## src/rtl/pipe_adder.sv

```systemverilog
// Pipelined two's-complement adder/subtractor: the carry chain is cut into STAGES
// equal slices, one slice resolved per register stage, under a valid/ready handshake.
module pipe_adder #(
  parameter int WIDTH  = 32,
  parameter int STAGES = 4
) (
  input  logic             i_clk,
  input  logic             i_rst_n,
  input  logic             i_valid,
  output logic             o_ready,
  input  logic [WIDTH-1:0] i_A,
  input  logic [WIDTH-1:0] i_B,
  input  logic             i_sub,
  output logic             o_valid,
  input  logic             i_ready,
  output logic [WIDTH-1:0] o_S,
  output logic             o_C,
  output logic             o_V,
  output logic             o_Z
);

  localparam int SEG = WIDTH / STAGES;

  logic en;

  // Stage registers: operands (B already conditionally inverted), partial sum, carry, valid.
  logic [WIDTH-1:0] a_reg     [STAGES];
  logic [WIDTH-1:0] b_reg     [STAGES];
  logic [WIDTH-1:0] s_reg     [STAGES];
  logic             c_reg     [STAGES];
  logic             valid_reg [STAGES];
  logic             v_reg;
  logic             z_reg;

  // Per-stage inputs (previous stage or ports) and next-state values.
  logic [WIDTH-1:0] a_in       [STAGES];
  logic [WIDTH-1:0] b_in       [STAGES];
  logic [WIDTH-1:0] s_in       [STAGES];
  logic             c_in       [STAGES];
  logic             valid_in   [STAGES];
  logic [WIDTH-1:0] s_next     [STAGES];
  logic             c_next     [STAGES];
  logic             v_next;
  logic             z_next;

  assign en      = !valid_reg[STAGES-1] || i_ready;
  assign o_ready = en;

  genvar gi;
  generate
    for (gi = 0; gi < STAGES; gi++) begin : g_stage
      logic [SEG:0]     slice_sum;
      logic [WIDTH-1:0] s_out;

      if (gi == 0) begin : g_first
        assign a_in[gi]     = i_A;
        assign b_in[gi]     = i_B ^ {WIDTH{i_sub}};
        assign s_in[gi]     = '0;
        assign c_in[gi]     = i_sub;
        assign valid_in[gi] = i_valid;
      end else begin : g_rest
        assign a_in[gi]     = a_reg[gi-1];
        assign b_in[gi]     = b_reg[gi-1];
        assign s_in[gi]     = s_reg[gi-1];
        assign c_in[gi]     = c_reg[gi-1];
        assign valid_in[gi] = valid_reg[gi-1];
      end

      assign slice_sum = {1'b0, a_in[gi][gi*SEG +: SEG]}
                       + {1'b0, b_in[gi][gi*SEG +: SEG]}
                       + {{SEG{1'b0}}, c_in[gi]};

      always_comb begin
        s_out                 = s_in[gi];
        s_out[gi*SEG +: SEG]  = slice_sum[SEG-1:0];
      end

      assign s_next[gi] = s_out;
      assign c_next[gi] = slice_sum[SEG];

      // Flags are resolved alongside the final slice so they register with the result.
      if (gi == STAGES - 1) begin : g_last
        assign v_next = (a_in[gi][WIDTH-1] == b_in[gi][WIDTH-1]) &&
                        (s_out[WIDTH-1] != a_in[gi][WIDTH-1]);
        assign z_next = ~|s_out;
      end
    end
  endgenerate

  always_ff @(posedge i_clk or negedge i_rst_n) begin
    if (!i_rst_n) begin
      for (int k = 0; k < STAGES; k++) begin
        valid_reg[k] <= 1'b0;
        a_reg[k]     <= '0;
        b_reg[k]     <= '0;
        s_reg[k]     <= '0;
        c_reg[k]     <= 1'b0;
      end
      v_reg <= 1'b0;
      z_reg <= 1'b0;
    end else if (en) begin
      for (int k = 0; k < STAGES; k++) begin
        valid_reg[k] <= valid_in[k];
        a_reg[k]     <= a_in[k];
        b_reg[k]     <= b_in[k];
        s_reg[k]     <= s_next[k];
        c_reg[k]     <= c_next[k];
      end
      v_reg <= v_next;
      z_reg <= z_next;
    end
  end

  assign o_valid = valid_reg[STAGES-1];
  assign o_S     = s_reg[STAGES-1];
  assign o_C     = c_reg[STAGES-1];
  assign o_V     = v_reg;
  assign o_Z     = z_reg;

endmodule

```

## config.mk

```make
export PLATFORM = sky130hd
export DESIGN_NAME = pipe_adder
export DESIGN_NICKNAME = d
export VERILOG_FILES = /design/src/rtl/pipe_adder.sv
export SDC_FILE = /design/constraint.sdc
export NUM_CORES = 1
export LEC_CHECK = 0
export CORE_UTILIZATION = 50
export DETAILED_ROUTE_END_ITERATION = 10
export PLACE_DENSITY = 0.73
export SLEW_MARGIN = 5
export SYNTH_ARGS = -nofsm -noshare
export SYNTH_HDL_FRONTEND = slang
export SYNTH_SLANG_ARGS = --single-unit
```

## constraint.sdc

```tcl
create_clock -name i_clk -period 2.9 [get_ports i_clk]
set_clock_uncertainty 0.1 [all_clocks]
set_input_delay 0.58 -clock i_clk [delete_from_list [all_inputs] [get_ports i_clk]]
set_output_delay 0.58 -clock i_clk [all_outputs]
set_load 0.03 [all_outputs]
```

== After elaboration in Yosys (flattened, before gate mapping) ==
Index checks and enable logic that the tools add are counted.

* Input bits: 69
* Memories kept: 0
* Bits in latches: 0
* Bits in read-only memories: 0
* Register bits: 282
* Memory bits (writable): 0
* Word-level logic and storage cells: 36

* Div/mod/pow operators: 0
* Equality and inequality tests: 2
* $add $sub $neg: 8
* Multipliers: 0
* Reduce and logical (&&, ||, !) cells: 5
* Mux-type cells: 0
* Bitwise operators: 1
* $lt $le $gt $ge: 0
* Shift operators: 0

{| class="wikitable"
|+ Operators by type and width
! operator !! count
|-
| 8-bit by 8-bit adder with 9-bit output || 4
|-
| 9-bit by 1-bit adder with 9-bit output || 4
|-
| 32-bit OR reduction || 1
|-
| 32-bit XOR || 1
|-
| 1-bit logical NOT || 2
|-
| 1-bit equality test || 1
|-
| 1-bit logical AND || 1
|-
| 1-bit logical OR || 1
|-
| 1-bit inequality test || 1
|}

== Longest topological paths before layout ==
Gate-level depths: netlist (run 1).

* Word-level depth: 4
* Depth in mapped cells: 10
* Gate-level depth less buffers: 10

== Least setup slack after synthesis (run 1) ==
Ideal clock, no wire load.

* Path type: input port to flip-flop
* Start: input i_sub
* End: register c_reg (netlist bit c_in[2])
* Slack: 0.306 ns
* Path buffers: 2
* Arrival: 2.355 ns
* Data required time: 2.661 ns
* Stages on the path: 10
* Cells stage by stage: clkbuf_2 buf_2 xor2_1 fa_1 a21o_1 a21oi_1 o21ai_1 and3b_1 o21ai_1 a31oi_1

* Word-level cells in the longest chain between the ends: 3

{| class="wikitable"
|+ Ends and longest elaborated chain
! element !! line !! text
|-
| from (decl) || 13 || <nowiki>input logic i_sub,</nowiki>
|-
| 32-bit XOR || 57 || <nowiki>assign b_in[gi] = i_B ^ {WIDTH{i_sub}};</nowiki>
|-
| 8-bit by 8-bit adder with 9-bit output || 70 || <nowiki>+ {1'b0, b_in[gi][gi*SEG +: SEG]}</nowiki>
|-
| 9-bit by 1-bit adder with 9-bit output (*) || 71 || <nowiki>+ {{SEG{1'b0}}, c_in[gi]};</nowiki>
|-
| to (signal, indexed assignment) || 107 || <nowiki>c_reg[k] <= c_next[k];</nowiki>
|-
| to (decl) || 30 || <nowiki>logic c_reg [STAGES];</nowiki>
|}

Mark *: on every way between the ends. The rest lies on a longest branch, timed or not.
A chain may end at the register's enable or synchronous reset.

== Final worst setup path (run 1) ==
* Start: input i_B[0]
* End: register c_reg (netlist bit c_in[2])

* Word-level cells in the longest chain between the ends: 3

{| class="wikitable"
|+ Ends and longest elaborated chain
! element !! line !! text
|-
| from (decl) || 12 || <nowiki>input logic [WIDTH-1:0] i_B,</nowiki>
|-
| 32-bit XOR || 57 ||
|-
| 8-bit by 8-bit adder with 9-bit output || 70 ||
|-
| 9-bit by 1-bit adder with 9-bit output || 71 ||
|}

No other way between the ends.

==> results of run 1 <==
[cell type report]
cell class,instances,area share [%]
Sequential cell,186,45.21
Clock inverter,11,1.665
Multi-Input combinational cell,672,33.88
Timing Repair Buffer,117,11.53
Inverter,22,0.8264
Tap cell,220,2.674
Clock buffer,19,4.205
[flip-flops by register name, indices dropped and copies added, names as in the netlist, 3 cells and up]
| signal | count |
|---|---|
| valid_in | 3 |
| g_stage.s_out | 48 |
| c_in | 3 |
| o_S | 32 |
| b_in | 48 |
| a_in | 48 |
[metal layers]
layer,vias up,wire [um],part of all wire [%],global-route usage (%)
li1,3148,-,-,-
met1,2855,8268,50,30.90
met2,112,7359,45,30.51
met3,22,568,3.4,3.819
met4,0,290,1.8,7.623
met5,-,0,0,0
[power groups by stage]
stage / clock network [uW] / logic, uW / registers [uW]
6_report: 2400 / 4600 / 4450
3_3_place_gp: 0 / 4480 / 4450
5_1_grt: 2560 / 5200 / 4590
4_1_cts: 2440 / 4640 / 4450
3_5_place_dp: 0 / 4600 / 4490
2_1_floorplan: 0 / 2840 / 4760
[per-stage QoR]
stage               area (sq um)  hold WS (ps)  setup slack [ps]  util, %  total power [uW]
global placement            9691         344.2          -0.06306    58.85              8936
CTS                        10290         108.6             320.8    62.52             11540
floorplan                   8394         184.4             306.2        -              7598
detailed placement          9691         354.4            -65.57    58.85              9085
global route               10290         124.6             185.9    62.52             12360
finish                     10290         78.56             354.3    62.52             11450
[kinds of logic (layout without fill, tap and decap cells)]
logic type	after synthesis	in the layout	synth area share (%)
compound gates	113	113	8.138
xor+xnor	47	47	4.904
fa+ha+maj	35	35	5.843
buf+inv	67	169	3.085
flops	186	186	55.45
mux	2	2	0.3130
simple gates	475	475	22.27
[final timing paths]
kind | startpoint | to | slack [ps] | depth (start not counted)
max in group asynchronous | i_rst_n | a_in[57]$_DFFE_PN0P_ | 1820 | 2
worst max register to register | a_in[24]$_DFFE_PN0P_ | o_Z$_DFFE_PN0P_ | 360 | 8
min in group i_clk | g_stage[1].s_out[2]$_DFFE_PN0P_ | g_stage[2].s_out[2]$_DFFE_PN0P_ | 360 | 2
worst min-delay path | i_rst_n | a_in[87]$_DFFE_PN0P_ | 80 | 1
worst max-delay path | i_B[0] | c_in[2]$_DFFE_PN0P_ | 350 | 9
worst min register to register | g_stage[1].s_out[2]$_DFFE_PN0P_ | g_stage[2].s_out[2]$_DFFE_PN0P_ | 360 | 2
[critical path, stage by stage]
cell and delay (ps):
clkdlybuf4s50_1 500, mux2_4 330, fa_1 400, a21o_1 170, a21oi_1 240, o21ai_1 90, and3b_1 200, o21ai_1 120
a31oi_1 90
[cells in the final DEF, fill, tap and decap left out, types with 5 or more instances in the layout]
cell,synthesis,routed
nor3_1,10,10
ha_1,28,28
xnor2_1,35,35
buf_4,0,9
o21ai_1,52,52
clkbuf_16,0,17
o31ai_1,11,11
fa_1,7,7
inv_1,21,21
xor2_1,12,12
clkdlybuf4s50_1,0,102
nand2_1,416,416
dfrtp_1,186,186
a21oi_1,17,17
o21a_1,8,8
nor2_1,24,24
clkinvlp_4,0,5
==> out/qor.yml, run 1 <==
synth:
  synth_seq_cells: 186
  syn_area_sq_um: 8394
  synth_warnings: 0
  synthFlopType: "dfrtp_1"
  syn_area_per_cell_sq_um: 9.075
  synth_top_area_share_pct: 55.45
  synthArstFlopShare_pct: 100.0
  synth_cell_type_count: 42
  netlist_top_cells_count: "nand2_1 (416), dfrtp_1 (186), o21ai_1 (52)"
  post-synth-top-count-cell: "nand2_1"
  syn_inst: 925
  synth-edff-count: 0
  synthTopCellsByArea: "dfrtp_1 (55%), nand2_1 (19%), ha_1 (4.2%)"
  yosys.area.top_type: "dfrtp_1"
  ys_seq_area_share_pct: 55.45
  syn_nets: 1029
cts:
  cts_sinks: 186
  path_clk_slew_ps: 70
  clock_latency_ps: 430
  post-cts-setup-buffer-count: 0
  ctsRootBufferMaster: "clkbuf_16"
  cts_resized: 0
  clockBufferDepth: 2
  cts_made_buffers: 17
  htree_levels: 4
  cts_hold_buf: 0
  cts_tree: "done"
routing:
  avgRoutedWirePerCell_um: 13.22
  vias: 6137
  drt-total-wl_mm: 16.49
  ant_nets: 0
  drt_iter0_markers: 457
  first_pass_iters: 5
  drc_errors: 0
  vias_per_cell: 4.921
global_routing:
  grt_usage_pct: 20.84
  grt_antenna_before_repair: 0
  grt_max_degree: 164
  grt_overflow: 0
  first_global_vias: 5905
  grt_pass1_wl_mm: 28.97
power:
  leakage_uw: 0.004981
  clock_power_share_pct: 21.0
  power.switching_uw: 4339
  ir_worst_vdd_mv: 0.8488
  power_frac_seq_pct: 38.9
  power_density_nw_per_um2: 1112
  swShare_pct: 37.89
  power.internal_uw: 7114
  p_comb_share_pct: 40.2
run_status:
  status: "finished, final reports clean"
timing:
  tightestPinTransition_ps: 659.0
  finalCritPeriodShare_pct: 87.78
  finalSetupViolCount: 0
  slew_viol_final: 0
  setup_tns_ps: 0
  rsz0062_at_grt: "false"
  hold_viol_final: 0
  max-slew-margin-rel_pct: 56.07
  min_period_ps: 2546
  max_freq_mhz: 392.8
floorplanning:
  die_y_um: 131.6
  die_area_sq_um: 17310
  initial_core_util_pct: 50.98
  die_w_um: 131.6
  num_rows: 47
  fp.coreArea_sq_um: 16470
  pin_count: 106
setup_path:
  worst-path-max-fanout: 3
  startpoint_type: "primary input"
  path_class: "in2reg"
  crit_path_end_kind: "flip-flop"
  required_ps: 3070
  arrival_ps: 2710
finish:
  final_layout_size_suffix_gt1_share_pct: 4.771
  area_delta_synth_final_pct: 22.64
  regArea_sq_um: 4654
  layout.nets: 1120
  stdcell_count: 1247
  fillers: 1415
  num_antenna_cells: 0
  multi_input_area_sq_um: 3488
placed_design:
  dpl.hpwl_mm: 11.01
  dp.cells: 1217
  port_buffers: 105
  gp_congestion: 0.7714
job:
  cap_violations: 0
min_path:
  min_path_type: "in2async"
Note: power is estimated with default switching activity, not from simulation.
==> inputs of run 2 (changes only) <==
--- a/config.mk
+++ b/config.mk
@@ -5,9 +5,9 @@
 export SDC_FILE = /design/constraint.sdc
 export NUM_CORES = 1
 export LEC_CHECK = 0
-export CORE_UTILIZATION = 50
+export CORE_UTILIZATION = 40
+export CTS_BUF_LIST = sky130_fd_sc_hd__clkbuf_16
 export DETAILED_ROUTE_END_ITERATION = 10
-export PLACE_DENSITY = 0.73
 export SLEW_MARGIN = 5
 export SYNTH_ARGS = -nofsm -noshare
 export SYNTH_HDL_FRONTEND = slang
==> run 2 against run 1 <==
  * Via count is 2.2% lower
  * Highest routed layer unchanged
  * Core utilization is 12 points lower
  * Die area is 25% higher
  * Register-to-register slack hardly changed
  * Flip-flop and latch count stayed put
  * Maximum frequency is 1.7% lower
==> out/qor.yml, run 2 (synthesis results as in run 1) <==
timing:
  hold_viol_final: 0
  fin_hold_ws_ps: 362.2
  max-slew-margin-rel_pct: 50.45
  setup_tns_ps: 0
  min_period_ps: 2589
  rsz0062_at_grt: "false"
  finalCritPeriodShare_pct: 89.28
  tightestPinTransition_ps: 743.3
  max_freq_mhz: 386.2
  slew_viol_final: 0
  finalSetupViolCount: 0
  postLayoutSetupSlackWorst_ps: 310.8
routing:
  vias: 6001
  drt_iter0_markers: 329
  drc_errors: 0
  drt-total-wl_mm: 16.83
  first_pass_iters: 4
  vias_per_cell: 4.623
  avgRoutedWirePerCell_um: 12.97
  ant_nets: 0
global_routing:
  grt_usage_pct: 17.22
  grt_overflow: 0
  busiest_layer: "met2"
  grt_use_met3_pct: 3.727
  use_met2_pct: 26.02
  grt_antenna_before_repair: 0
  use_met1_pct: 24.86
  grt_pass1_wl_mm: 29.60
  first_global_vias: 6047
  grt_max_degree: 164
placed_design:
  dp_slack_ps: -68.63
  dpl.hpwl_mm: 11.05
  gp_congestion: 0.7836
  port_buffers: 105
power:
  power_frac_seq_pct: 39.4
  p_comb_share_pct: 40.9
  clock_power_share_pct: 19.8
  power.switching_uw: 4297
  leakage_uw: 0.004982
  power.internal_uw: 6925
  total_power_uw: 11220
  power_density_nw_per_um2: 1089
  swShare_pct: 38.29
  ir_worst_vdd_mv: 0.4919
cts:
  htree_levels: 4
  ctsRootBufferMaster: "clkbuf_16"
  cts_tree: "done"
  clock_latency_ps: 430
  cts_sinks: 186
  cts_resized: 0
  path_clk_slew_ps: 60
  cts_made_buffers: 17
  clockBufferDepth: 2
finish:
  layout.nets: 1120
  num_antenna_cells: 0
  fillers: 2001
  final_common_cell: "nand2_1"
  fin_util_pct: 50.44
  area_delta_synth_final_pct: 22.76
  final_cell_mix: "nand2_1 (416), dfrtp_1 (186), clkdlybuf4s50_1 (103)"
  final_layout_size_suffix_gt1_share_pct: 4.377
setup_path:
  path_class: "in2out"
  crit_path_end_kind: "primary output"
  worst-path-max-fanout: 2
  required_ps: 2220
  startpoint_type: "primary input"
  arrival_ps: 1910
floorplanning:
  num_rows: 52
  fp.coreArea_sq_um: 20430
  die_w_um: 146.9
  die_y_um: 146.9
  initial_core_util_pct: 41.09
  die_area_sq_um: 21570
  pin_count: 106
job:
  cap_violations: 0
run_status:
  status: "finished, final reports clean"
min_path:
  min_path_type: "reg2reg"
-- run 2: cell count changes in the layout (fill, tap and decap cells not counted), sizes merged --
cell	change
dlygate4sd3	+1
clkbuf	-2
clkinvlp	-4
bufinv	-2
clkdlybuf4s50	+1
inv	+4
buf	-2
clkinv	+5
-- run 2: critical path, cell delays in order --
cell and delay (ps):
clkdlybuf4s50_1 500, nor2b_4 60, inv_4 60, clkdlybuf4s50_1 700
-- run 2: metal layers --
layer	vias up	wire length, um
met2	95	7449
met4	0	197
met1	2740	8601
li1	3151	-
met3	15	584
met5	-	0
-- run 2: worst paths after layout --
kind                                 startpoint                    to  slack (ps)  cells past startpoint
max                                     i_ready               o_ready         310                      4
min                          o_S[3]$_DFFE_PN0P_    o_S[3]$_DFFE_PN0P_         360                      2
max reg2reg                a_in[24]$_DFFE_PN0P_       o_Z$_DFFE_PN0P_         350                      9
min reg2reg                  o_S[3]$_DFFE_PN0P_    o_S[3]$_DFFE_PN0P_         360                      2
max in group asynchronous               i_rst_n  a_in[59]$_DFFE_PN0P_        1270                      3
min in group asynchronous               i_rst_n  b_in[73]$_DFFE_PN0P_         550                      2
-- run 2: timing repair --
action,in CTS,in global routing
setup endpoints to repair,0,0
setup buffers,0,0
endpoints found under the hold margin,41,0
hold buffers,1,0
-- run 2: power by group through the flow --
stage	logic (uW)	clock network (uW)	registers [uW]
floorplan	2840	0	4760
CTS	4660	2300	4430
global route	5220	2390	4590
finish	4590	2220	4420
detailed placement	4630	0	4470
global placement	4540	0	4460
-- run 2: layout make-up --
type	count	area [sq um]	area share, %
tap	270	337.8	3.278
clock buffer	17	425.4	4.128
multi-input combinational	672	3488	33.85
clock inverter	14	133.9	1.299
timing repair buffer	117	1180	11.45
sequential	186	4654	45.17
inverter	22	85.08	0.8256
-- run 2: per-stage QoR --
step                area (sq um)  cells
finish                     10300   1298
global route               10300   1298
CTS                        10300   1298
detailed placement          9736   1266
global placement            9736   1266
floorplan                   8394    925
==> inputs of run 3 (changes only) <==
==> constraint.sdc (replaced) <==
create_clock -name i_clk -period 3 [get_ports i_clk]
set_clock_uncertainty 0.1 [all_clocks]
set_input_delay 0.6 -clock i_clk [delete_from_list [all_inputs] [get_ports i_clk]]
set_output_delay 0.6 -clock i_clk [all_outputs]
set_load 0.03 [all_outputs]
==> run 3 against run 2 <==
  * Die area stayed put
  * Sequential share of layout area shrank 0.43 points
  * Sequential power shrank 3%
  * Worst setup slack better by 25 ps
  * Critical path depth unchanged
  * Flip-flop and latch count stayed put
  * Cell count about the same
  * Critical endpoint unchanged
  * Routed wire length increased by 1.2%
  * Via count is 0.17% lower
  * Clock-buffer cell count stayed put
  * Clock power rose by 14%
  * Combinational power down 3%
==> out/qor.yml, run 3 (synthesis results as in run 1) <==
floorplanning:
  die_w_um: 146.9
  pin_count: 106
  fp.coreArea_sq_um: 20430
  initial_core_util_pct: 41.09
  num_rows: 52
  die_area_sq_um: 21570
  die_y_um: 146.9
timing:
  finalCritPeriodShare_pct: 88.82
  min_period_ps: 2665
  finalSetupViolCount: 0
  max_freq_mhz: 375.3
  slew_viol_final: 0
  rsz0062_at_grt: "false"
  hold_viol_final: 0
  tightestPinTransition_ps: 968.6
  setup_tns_ps: 0
  max-slew-margin-rel_pct: 35.43
global_routing:
  grt_pass1_wl_mm: 29.04
  grt_usage_pct: 16.97
  first_global_vias: 5808
  grt_overflow: 0
  grt_antenna_before_repair: 0
  grt_max_degree: 208
routing:
  wl_met3_um: 541
  vias_per_cell: 4.612
  drt_iter0_markers: 355
  avgRoutedWirePerCell_um: 13.11
  dr_wl_met2_mm: 7.474
  ant_nets: 0
  vias: 5991
  first_pass_iters: 4
  drt-total-wl_mm: 17.04
  drc_errors: 0
  top_layer_used: "met4"
  met1_length_mm: 8.788
setup_path:
  cp_common_cell: "clkdlybuf4s50_1"
  path_class: "in2out"
  startpoint_type: "primary input"
  crit_chain: "clkdlybuf4s50_1 -> nor2b_4 -> inv_4 -> clkdlybuf4s50_1"
  crit_path_end_kind: "primary output"
  worst-path-max-fanout: 3
  cp_slowest_cell: "clkdlybuf4s50_1"
  arrival_ps: 1960
  crit_path_max_incr_delay_ps: 610
  required_ps: 2300
cts:
  cts_tree: "done"
  cts_hold_buf: 0
  cts_sinks: 186
  post-cts-setup-buffer-count: 0
  clockBufferDepth: 2
  ctsRootBufferMaster: "clkbuf_16"
  htree_levels: 4
  clock_latency_ps: 430
  cts_resized: 0
  cts_made_buffers: 17
  path_clk_slew_ps: 70
power:
  p_comb_share_pct: 39.5
  power_frac_seq_pct: 38.1
  clock_power_share_pct: 22.4
  power_density_nw_per_um2: 1080
  swShare_pct: 37.85
  leakage_uw: 0.005020
  power.switching_uw: 4254
  ir_worst_vdd_mv: 0.4557
  power.internal_uw: 6985
placed_design:
  placed_cell_area_sq_um: 9743
  dp.cells: 1267
  dpl.hpwl_mm: 11.30
  gp_congestion: 0.8027
  port_buffers: 105
finish:
  stdcell_count: 1299
  final_cell_mix: "nand2_1 (416), dfrtp_1 (186), clkdlybuf4s50_1 (103)"
  final_layout_size_suffix_gt1_share_pct: 4.956
  layout.nets: 1120
  fin_util_pct: 50.92
  final_common_cell: "nand2_1"
  num_antenna_cells: 0
  area_delta_synth_final_pct: 23.94
  final_area_sq_um: 10400
min_path:
  min_path_type: "in2async"
run_status:
  status: "finished, final reports clean"
job:
  cap_violations: 0
run 3: power groups by stage:
stage          clock network, uW  logic (uW)  registers, uW
6_report                    2520        4440           4280
2_1_floorplan                  0        2740           4600
3_3_place_gp                   0        4410           4310
3_5_place_dp                   0        4490           4340
5_1_grt                     2670        5030           4430
4_1_cts                     2570        4510           4300
run 3: cell type report:
| class | instances | area (sq um) |
|---|---|---|
| Tap cell | 270 | 337.8 |
| Fill cell | 1987 | 10030 |
| Clock buffer | 17 | 425.4 |
| Inverter | 22 | 85.08 |
| Timing Repair Buffer | 117 | 1177 |
| Sequential cell | 186 | 4654 |
| Multi-Input combinational cell | 672 | 3488 |
| Clock inverter | 15 | 235.2 |
run 3: per-layer routing:
metal	track usage [%]	vias up
met5	0	-
met4	5.521	0
met3	3.602	19
met2	25.26	87
met1	24.62	2734
li1	-	3151
run 3: worst max-delay path: cells and delay by family:
| kind | cells | cell delay [ps] |
|---|---|---|
| and+or+nand+nor | 1 | 250 |
| buffers and inverters | 3 | 1110 |
run 3: path summary, 6_finish.rpt:
check / from / cells after the start / end / slack [ps]
setup reg to reg: a_in[24]$_DFFE_PN0P_ / 8 / o_Z$_DFFE_PN0P_ / 500
setup / recovery: i_ready / 4 / o_ready / 340
max in group asynchronous: i_rst_n / 2 / b_in[86]$_DFFE_PN0P_ / 2000
hold / removal: i_rst_n / 1 / g_stage[1].s_out[5]$_DFFE_PN0P_ / 50
hold reg to reg: o_S[20]$_DFFE_PN0P_ / 2 / o_S[20]$_DFFE_PN0P_ / 360
min in group i_clk: o_S[20]$_DFFE_PN0P_ / 2 / o_S[20]$_DFFE_PN0P_ / 360
run 3: metrics by stage:
step	power, uW	hold slack, ps	setup slack [ps]
CTS	11380	64.02	315.2
detailed placement	8832	354.3	30.47
global placement	8715	349.2	58.42
global route	12140	79.65	294.9
finish	11240	54.90	335.4
floorplan	7345	204.4	386.2
